<file path="src/rtl/uart_pkg.sv">
// Shared UART definitions: FSM state encodings, frame geometry and default line rates.
// Used by both the receiver and the transmitter.
package uart_pkg;

    localparam int DATA_BITS          = 8;
    localparam int OVERSAMPLE         = 16;
    localparam int DEFAULT_CLOCK_FREQ = 100_000_000;
    localparam int DEFAULT_BAUD_RATE  = 9600;

    typedef enum logic [3:0] {
        S_IDLE  = 4'b0001,
        S_START = 4'b0010,
        S_DATA  = 4'b0100,
        S_STOP  = 4'b1000
    } uart_state_e;

    function automatic logic majority3(input logic a, input logic b, input logic c);
        return (a & b) | (a & c) | (b & c);
    endfunction

endpackage

</file>
<file path="src/rtl/uart_baud_tick.sv">
// Oversample tick divider: one-clock tick every TICK_DIV clocks, held at zero while clear_i is high.
module uart_baud_tick
    import uart_pkg::*;
#(
    parameter int TICK_DIV = DEFAULT_CLOCK_FREQ / (DEFAULT_BAUD_RATE * OVERSAMPLE)
) (
    input  logic clk_i,
    input  logic rst_ni,
    input  logic clear_i,
    output logic tick_o
);

    localparam int               CNT_W = (TICK_DIV > 1) ? $clog2(TICK_DIV) : 1;
    localparam logic [CNT_W-1:0] LAST  = CNT_W'(TICK_DIV - 1);

    logic [CNT_W-1:0] cnt_q;
    logic [CNT_W-1:0] cnt_d;

    always_comb begin
        cnt_d = cnt_q + 1'b1;
        if (clear_i || (cnt_q == LAST)) begin
            cnt_d = '0;
        end
    end

    always_ff @(posedge clk_i or negedge rst_ni) begin
        if (!rst_ni) begin
            cnt_q <= '0;
        end else begin
            cnt_q <= cnt_d;
        end
    end

    assign tick_o = !clear_i && (cnt_q == LAST);

endmodule

</file>
<file path="src/rtl/uart_rx.sv">
// 8N1 UART receiver: 16x oversampling with a 2-of-3 mid-bit vote, pending/ack handshake,
// framing-error pulse with break handling and a sticky overrun flag.
module uart_rx
    import uart_pkg::*;
#(
    parameter int CLOCK_FREQ = DEFAULT_CLOCK_FREQ,
    parameter int BAUD_RATE  = DEFAULT_BAUD_RATE
) (
    input  logic        clk,
    input  logic        reset_n,
    input  logic        Rx,
    input  logic        rx_ack,
    output logic [7:0]  rx_data,
    output logic        rx_valid,
    output logic        rx_pending,
    output logic        frame_err,
    output logic        overrun,
    output logic [15:0] led_debug
);

    localparam int TICK_DIV = CLOCK_FREQ / (BAUD_RATE * OVERSAMPLE);
    localparam int IDX_W    = $clog2(DATA_BITS);

    uart_state_e          state_q;
    logic                 rxMeta_q;
    logic                 rxSync_q;
    logic [3:0]           sampleCnt_q;
    logic [IDX_W-1:0]     bitIdx_q;
    logic                 sample7_q;
    logic                 sample8_q;
    logic [DATA_BITS-1:0] shift_q;
    logic [DATA_BITS-1:0] rxData_q;
    logic                 rxValid_q;
    logic                 rxPending_q;
    logic                 frameErr_q;
    logic                 overrun_q;
    logic                 breakWait_q;

    logic tick;
    logic tickClear;
    logic vote_d;
    logic atVote;
    logic atLast;

    // Holding the divider cleared in idle aligns the tick phase to the detected falling edge.
    assign tickClear = (state_q == S_IDLE);

    uart_baud_tick #(.TICK_DIV(TICK_DIV)) u_baud_tick (
        .clk_i   (clk),
        .rst_ni  (reset_n),
        .clear_i (tickClear),
        .tick_o  (tick)
    );

    assign vote_d = majority3(sample7_q, sample8_q, rxSync_q);
    assign atVote = tick && (sampleCnt_q == 4'd9);
    assign atLast = tick && (sampleCnt_q == 4'd15);

    always_ff @(posedge clk or negedge reset_n) begin
        if (!reset_n) begin
            rxMeta_q <= 1'b1;
            rxSync_q <= 1'b1;
        end else begin
            rxMeta_q <= Rx;
            rxSync_q <= rxMeta_q;
        end
    end

    always_ff @(posedge clk or negedge reset_n) begin
        if (!reset_n) begin
            state_q     <= S_IDLE;
            sampleCnt_q <= '0;
            bitIdx_q    <= '0;
            sample7_q   <= 1'b1;
            sample8_q   <= 1'b1;
            shift_q     <= '0;
            rxData_q    <= '0;
            rxValid_q   <= 1'b0;
            rxPending_q <= 1'b0;
            frameErr_q  <= 1'b0;
            overrun_q   <= 1'b0;
            breakWait_q <= 1'b0;
        end else begin
            rxValid_q  <= 1'b0;
            frameErr_q <= 1'b0;
            if (rx_ack) begin
                rxPending_q <= 1'b0;
                overrun_q   <= 1'b0;
            end
            if (tick) begin
                sampleCnt_q <= sampleCnt_q + 4'd1;
                if (sampleCnt_q == 4'd7) sample7_q <= rxSync_q;
                if (sampleCnt_q == 4'd8) sample8_q <= rxSync_q;
            end

            case (state_q)
                S_IDLE: begin
                    breakWait_q <= 1'b0;
                    if (!rxSync_q) begin
                        state_q     <= S_START;
                        sampleCnt_q <= '0;
                        bitIdx_q    <= '0;
                    end
                end
                S_START: begin
                    if (atVote && vote_d) begin
                        state_q <= S_IDLE;
                    end else if (atLast) begin
                        state_q  <= S_DATA;
                        bitIdx_q <= '0;
                    end
                end
                S_DATA: begin
                    if (atVote) begin
                        shift_q <= {vote_d, shift_q[DATA_BITS-1:1]};
                    end
                    if (atLast) begin
                        if (bitIdx_q == IDX_W'(DATA_BITS - 1)) begin
                            state_q <= S_STOP;
                        end else begin
                            bitIdx_q <= bitIdx_q + 1'b1;
                        end
                    end
                end
                S_STOP: begin
                    // A bad stop bit parks here until the line returns high so a break is one error.
                    if (breakWait_q) begin
                        if (rxSync_q) begin
                            state_q     <= S_IDLE;
                            breakWait_q <= 1'b0;
                        end
                    end else if (atVote) begin
                        if (vote_d) begin
                            rxData_q    <= shift_q;
                            rxValid_q   <= 1'b1;
                            rxPending_q <= 1'b1;
                            if (rxPending_q && !rx_ack) overrun_q <= 1'b1;
                            state_q     <= S_IDLE;
                        end else begin
                            frameErr_q  <= 1'b1;
                            breakWait_q <= 1'b1;
                        end
                    end
                end
                default: state_q <= S_IDLE;
            endcase
        end
    end

    assign rx_data    = rxData_q;
    assign rx_valid   = rxValid_q;
    assign rx_pending = rxPending_q;
    assign frame_err  = frameErr_q;
    assign overrun    = overrun_q;
    assign led_debug  = {rxData_q, 1'b0, overrun_q, rxPending_q, rxSync_q, state_q};

endmodule

</file>
<file path="config.mk">
export PLATFORM = sky130hd
export DESIGN_NAME = uart_rx
export DESIGN_NICKNAME = d
export VERILOG_FILES = /design/src/rtl/uart_pkg.sv /design/src/rtl/uart_baud_tick.sv /design/src/rtl/uart_rx.sv
export SDC_FILE = /design/constraint.sdc
export NUM_CORES = 1
export LEC_CHECK = 0
export BUFFER_PORTS_ARGS = -buffer_cell sky130_fd_sc_hd__buf_2
export CAP_MARGIN = 20
export CORE_ASPECT_RATIO = 0.75
export CORE_MARGIN = 4
export CORE_UTILIZATION = 40
export CTS_BUF_LIST = sky130_fd_sc_hd__clkbuf_8
export CTS_CLUSTER_SIZE = 8
export DETAILED_ROUTE_END_ITERATION = 7
export PLACE_DENSITY = 0.68
export SLEW_MARGIN = 15
export SYNTH_ARGS = -nofsm -noshare
export SYNTH_HDL_FRONTEND = slang
export SYNTH_SLANG_ARGS = --single-unit
export TNS_END_PERCENT = 20
</file>
<file path="constraint.sdc">
create_clock -name clk -period 4.95 [get_ports clk]
set_input_delay 0.2475 -clock clk [delete_from_list [all_inputs] [get_ports clk]]
set_output_delay 0.2475 -clock clk [all_outputs]
set_load 0.005 [all_outputs]
</file>
==> summary.md, run 1 <==
| Metric | Value |
|---|---|
| Status | `complete, no violations` |
| Met2 usage | `0.176` |
| Worst Setup End Kind | `flip-flop` |
| Total I/O pin count | `32` |
| Layout Skew | `12.8 ps` |
| Drt wl/cell | `between 10 and 15 um` |
| Final hold viol count | `0` |
| Rows | `23` |
| First-pass GRT wire length | `6.87 mm` |
| Synth Net Count | `218` |
| Fraction of final layout cells sized beyond drive strength 1 | `0.297` |
| WS Path Type | `flip-flop to flip-flop` |
| WP data arrival | `2590 ps` |
| Met3 Usage GRT | `0.0338` |
| Largest net degree at the start of global routing | `47` |
| Routed Antenna Nets | `0` |
| M1 GR Usage | `0.193` |
| Die height | `73.9 um` |
| Post-CTS setup buffer count | `0` |
| Post-Synthesis Cells | `207` |
| Clk root buf | `clkbuf_8` |
| Pre-CTS setup slack | `2560 ps` |
| Final Util | `0.473` |
| Final setup violation count | `0` |
| Diodes inserted | `0` |
| Fmax | `416 MHz` |
| RSZ-0062 raised after global routing | `no` |
| CTS H-tree depth | `2` |
| Hold-fix buffers, CTS | `0` |
| Slew HR | `0.328` |
| Clk pin slew, worst setup/hold paths | `~80 ps` |
| Final WS setup | `~2500 ps` |
| Hold Crit Class | `input port to flip-flop` |
| Total gr overflow | `0` |
| Initial antenna violation count | `0` |
| DRT iter0 DRCs | `97` |
| Post-CTS Resized | `0` |
| Cell Area, Synth | `2320 um^2` |
| DRC errors left | `0` |
| Worst Tran Pin Value | `roughly 990 ps` |
| Routability congestion estimate | `a little under 0.9` |
| #FFs+latches synth | `46` |
| GRT Resource Usage Total | `0.128` |
| Die Footprint | `around 7100 um^2` |
| Maxcap violations | `0` |
| Slew Limit Fails | `0` |
| FF+latch area | `1160 um^2` |
| Number of fill cells | `508` |
| Final worst-path cycle share | `0.486` |
| GRT Max-Usage Layer | `met1` |
| Critical path peak fanout | `10` |
| Clk Latency, worst-skew pair | `around 300 ps` |
| Yosys warning count | `0` |
| Area occupied by multi-input gates | `1000 um^2` |
| # port buffers | `30` |
| Post-DP HPWL | `2.99 mm` |
| Async SR Flop Fraction | `1.00` |
| Vias per cell | `5.17` |
| Vias in the first global route | `1398` |
| Number of buffers created by CTS | `5` |
| Bufs on Longest Clock Path | `2` |
| Worst VDD drop | `0.203 mV` |
| Area grow syn2layout | `11.6%` |
| Netlist cell types | `52` |
| Synthesized area per cell | `11.2 um^2` |
| Worst Setup Start Kind | `flip-flop` |
| Core area | `between 5000 and 6000 um^2` |
| Die W | `95.9 um` |
| EDFF count, synth | `0` |
| Total Nets Final | `239` |
| CTS sink count | `46` |
| Req. time, crit path | `5140 ps` |
| Fin Setup TNS | `0 ps` |
| Tmin final | `2410 ps` |
| CTS tree | `built` |
| Pwr dens | `365 nW/um^2` |
| Via count | `1572` |
| Initial DRT Pass Iterations | `4` |
| Initial Utilization | `0.424` |
| Leak | `about 1.3 nW` |
| Top FF cell, synth | `dfrtp_1` |
| Routed WL | `around 4.3 mm` |
| Sequential area share after synthesis | `0.499` |
## cell families after synthesis
logic type | count (synthesis) | synth area share
adder cells (fa/ha/maj) | 8 | 0.0421
AO/OA/AOI/OAI | 27 | 0.0832
other | 1 | 0.00162
XOR/XNOR | 11 | 0.0416
AND/OR/NAND/NOR | 70 | 0.178
flip-flops | 46 | 0.499
buffers and inverters | 26 | 0.0680
multiplexers | 18 | 0.0864
## worst max-delay path, cell delays in order (launching register included)
cell and delay, ps:
dfrtp_1 440, nor4b_1 560, nand4_2 350, nor3_4 550, mux2_2 400
## placed cells by master (no fill, tap or decap), types with 3 or more instances in the layout
| cell type | n |
|---|---|
| nor2_1 | 19 |
| buf_2 | 30 |
| nand4_1 | 3 |
| nor3_1 | 4 |
| mux2_2 | 16 |
| o41ai_1 | 3 |
| nor4b_1 | 4 |
| dfrtp_1 | 41 |
| xnor2_1 | 4 |
| nand2_1 | 14 |
| xor2_1 | 7 |
| dfstp_2 | 5 |
| o21ai_0 | 6 |
| nand3_1 | 4 |
| a21oi_1 | 4 |
| ha_1 | 7 |
| clkbuf_8 | 5 |
| nor3b_1 | 3 |
| inv_1 | 8 |
## metal layers
layer,vias to the layer above,part of all wire
met4,0,0.011
li1,769,-
met5,-,0
met3,6,0.059
met2,43,0.44
met1,754,0.49
## state kept, by name (all words and copies together) (netlist names)
name and cells:
sample8_q 1, state_q 4, rx_data 8, rxMeta_q 1, rx_pending 1, sample7_q 1, breakWait_q 1, frame_err 1
bitIdx_q 3, overrun 1, u_baud_tick.cnt_q 10, rxSync_q 1, rx_valid 1, sampleCnt_q 4, shift_q 8
## stage by stage
| stage | hold slack [ps] | power (mW) | area [um^2] | cells |
|---|---|---|---|---|
| final | 42.2 | 0.942 | 2580 | 304 |
| after global routing | 31.4 | 0.997 | 2580 | 304 |
| after CTS | 33.1 | 0.945 | 2550 | 302 |
| after detailed placement | 349 | 0.663 | 2430 | 294 |
| after global placement | 346 | 0.662 | 2430 | 294 |
| after floorplan | -48.1 | 0.618 | 2320 | 207 |
## cells in the mapped netlist, types with 2 or more instances
cell type  number  area, um^2
a21oi_1         4        20.0
and3_1          2        12.5
and3b_1         2        17.5
and4_1          2        17.5
buf_2           3        15.0
buf_4          13        97.6
dfrtp_1        41        1030
dfstp_2         5         131
ha_1            7        87.6
inv_1           8        30.0
mux2_2         16         180
mux2i_1         2        20.0
nand2_1        14        52.6
nand3_1         4        20.0
nand4_1         3        18.8
nand4b_1        2        17.5
nor2_1         19        71.3
nor2b_1         2        12.5
nor3_1          4        20.0
nor3b_1         3        22.5
nor4b_1         4        35.0
o21ai_0         6        30.0
o41ai_1         3        26.3
xnor2_1         4        35.0
xor2_1          7        61.3
## where the power goes
part / leakage (nW) / internal, mW / switching [mW]
sequential: 0.619 / 0.407 / 0.0493
clock: 0.0504 / 0.150 / 0.133
combinational: 0.600 / 0.0888 / 0.115
total: 1.27 / 0.646 / 0.297
## worst paths after layout
check,start,end,slack [ps],depth (start not counted)
max,u_baud_tick.cnt_q[4],rx_data[4],2540,4
min reg2reg,rxMeta_q,rxSync_q,360,0
min in group asynchronous,reset_n,overrun,460,2
max reg2reg,u_baud_tick.cnt_q[4],rx_data[4],2540,4
min,Rx,rxMeta_q,40,1
max in group asynchronous,reset_n,sample7_q,3890,3
## cell type report
type / count / share of cell area
tap: 75 / 0.0363
clock buffer: 5 / 0.0266
sequential: 46 / 0.448
multi-input combinational: 135 / 0.388
timing repair buffer: 32 / 0.0726
clock inverter: 3 / 0.0174
inverter: 8 / 0.0116
(Power assumes the default switching activity.)
==> inputs of run 2 (changes only) <==
Clock period 4.95 ns to 2.4 ns, I/O delays scaled along.
==> summary.md, run 2 (synthesis results as in run 1) <==
| Metric | Value |
|---|---|
| Via count | `1579` |
| Total Power | `1.94 mW` |
| Initial Utilization | `0.424` |
| Max stage delay on crit path | `640 ps` |
| CP startpoint | `state_q[0]` |
| Most flop-heavy register | `u_baud_tick.cnt_q` |
| Worst Setup Start Kind | `flip-flop` |
| Worst Tran Pin Value | `491 ps` |
| DRC errors left | `0` |
| Crit path depth | `6` |
| Final WS setup | `204 ps` |
| Worst Setup End Kind | `flip-flop` |
| Initial DRT Pass Iterations | `4` |
| Fmax | `455 MHz` |
| Critical path peak fanout | `12` |
| # port buffers | `30` |
| WP data arrival | `2440 ps` |
| Slew Limit Fails | `0` |
| R2R setup slack | `slightly above 200 ps` |
| Area grow syn2layout | `14.6%` |
| Total I/O pin count | `32` |
| Number of buffers created by CTS | `5` |
| Routability congestion estimate | `roughly 0.88` |
| Pwr dens | `729 nW/um^2` |
| Routed Antenna Nets | `0` |
| Setup crit end | `state_q[2]` |
| Drt wl/cell | `about 14 um` |
| Clk Latency, worst-skew pair | `300 ps` |
| CTS H-tree depth | `2` |
| Post-CTS setup buffer count | `0` |
| Clk pin slew, worst setup/hold paths | `~90 ps` |
| Final worst-path cycle share | `0.915` |
| Leak | `1.33 nW` |
| Worst VDD drop | `0.331 mV` |
| Vias in the first global route | `1524` |
| Die W | `95.9 um` |
| Diodes inserted | `0` |
| Slew HR | `0.668` |
| Final hold viol count | `0` |
| Tmin final | `2200 ps` |
| Reg-to-Reg Start | `state_q[0]` |
| Maxcap violations | `0` |
| Commonest non-fill, non-tap cell in the layout | `dfrtp_1` |
| Die Footprint | `7090 um^2` |
| Hold Crit Class | `input port to asynchronous set/reset pin` |
| Post-DP HPWL | `3.04 mm` |
| Rows | `23` |
| Buf/Inv on CP | `1` |
| Final setup violation count | `0` |
| Non-Filler Cell Area, Final | `2660 um^2` |
| Total Nets Final | `250` |
| R2R depth | `6` |
| Initial antenna violation count | `0` |
| Vias per cell | `5.01` |
| Clk root buf | `clkbuf_8` |
| Number of flip-flops in the largest register | `10` |
| Post-CTS Resized | `0` |
| Req. time, crit path | `roughly 2600 ps` |
| CTS tree | `built` |
| Bufs on Longest Clock Path | `2` |
| Status | `complete, no violations` |
| Total gr overflow | `0` |
| Fin Setup TNS | `0 ps` |
| Fraction of final layout cells sized beyond drive strength 1 | `0.321` |
| Layout Skew | `between 3 and 4 ps` |
| Largest net degree at the start of global routing | `47` |
| Critical-path top delay cell | `dfstp_2` |
| Worst r2r dst | `state_q[2]` |
| DRT iter0 DRCs | `41` |
| GRT Resource Usage Total | `0.132` |
| Core area | `5470 um^2` |
| CP delay by family, top | `simple AND/OR/NAND/NOR gates` |
| Die height | `73.9 um` |
| Routed WL | `4.33 mm` |
| Most frequent cells in the layout | `dfrtp_1 (41), buf_2 (30), nor2_1 (19)` |
| CTS sink count | `46` |
| WS Path Type | `flip-flop to flip-flop` |
| Critical-path cell list | `or4b_1, nand4_2, buf_4, nor2_1, nor4_1, o211a_1` |
| RSZ-0062 raised after global routing | `no` |
| Area after DPL | `between 2000 and 3000 um^2` |
| Pre-CTS setup slack | `240 ps` |
| First-pass GRT wire length | `7.21 mm` |
==> run 2: changes by cell type in the layout (fill, tap and decap cells not counted), sizes merged <==
cell / before / now
buf: 31 / 40
clkbuf: 5 / 7
clkinvlp: 2 / 0
dlygate4sd3: 1 / 3
bufinv: 1 / 0
clkinv: 0 / 1
==> run 2: cell type report <==
class	instances	area, um^2
fill	515	2810
tap	75	93.8
timing repair buffer	43	268
sequential	46	1160
multi-input combinational	135	1000
inverter	8	30.0
clock buffer	7	96.3
clock inverter	1	8.76
==> run 2: worst min path at each step <==
stage / slack [ps] / endpoint / from / cells after the start
after floorplan: -180 / bitIdx_q[0] / reset_n / 0
after global placement: 230 / rxMeta_q / Rx / 1
after detailed placement: 230 / rxMeta_q / Rx / 1
after CTS: 20 / overrun / reset_n / 1
after global routing: 300 / rx_pending / reset_n / 2
final: 260 / overrun / reset_n / 2
==> run 2: layer usage <==
layer,GRT usage,wire (um),vias to the layer above
li1,-,-,787
met1,0.190,2220,761
met2,0.186,1860,24
met3,0.0389,200,7
met4,0.0536,61,0
met5,0,0,-
==> run 2: repair_timing <==
action | CTS | global route
setup endpoints to repair | 0 | 0
hold buffers | 2 | 1
endpoints found under the hold margin | 2 | 14
==> run 2: power breakdown <==
part / internal (mW) / switching (mW)
registers: 0.839 / 0.0829
logic: 0.222 / 0.265
clock network: 0.264 / 0.262
total: 1.33 / 0.611
==> run 2: through the flow <==
| stage | hold slack, ps | utilization | cells |
|---|---|---|---|
| floorplan | -176 | - | 207 |
| global placement | 225 | 0.457 | 303 |
| detailed placement | 226 | 0.457 | 303 |
| CTS | 18.8 | 0.480 | 313 |
| global route | 299 | 0.486 | 315 |
| finish | 264 | 0.486 | 315 |
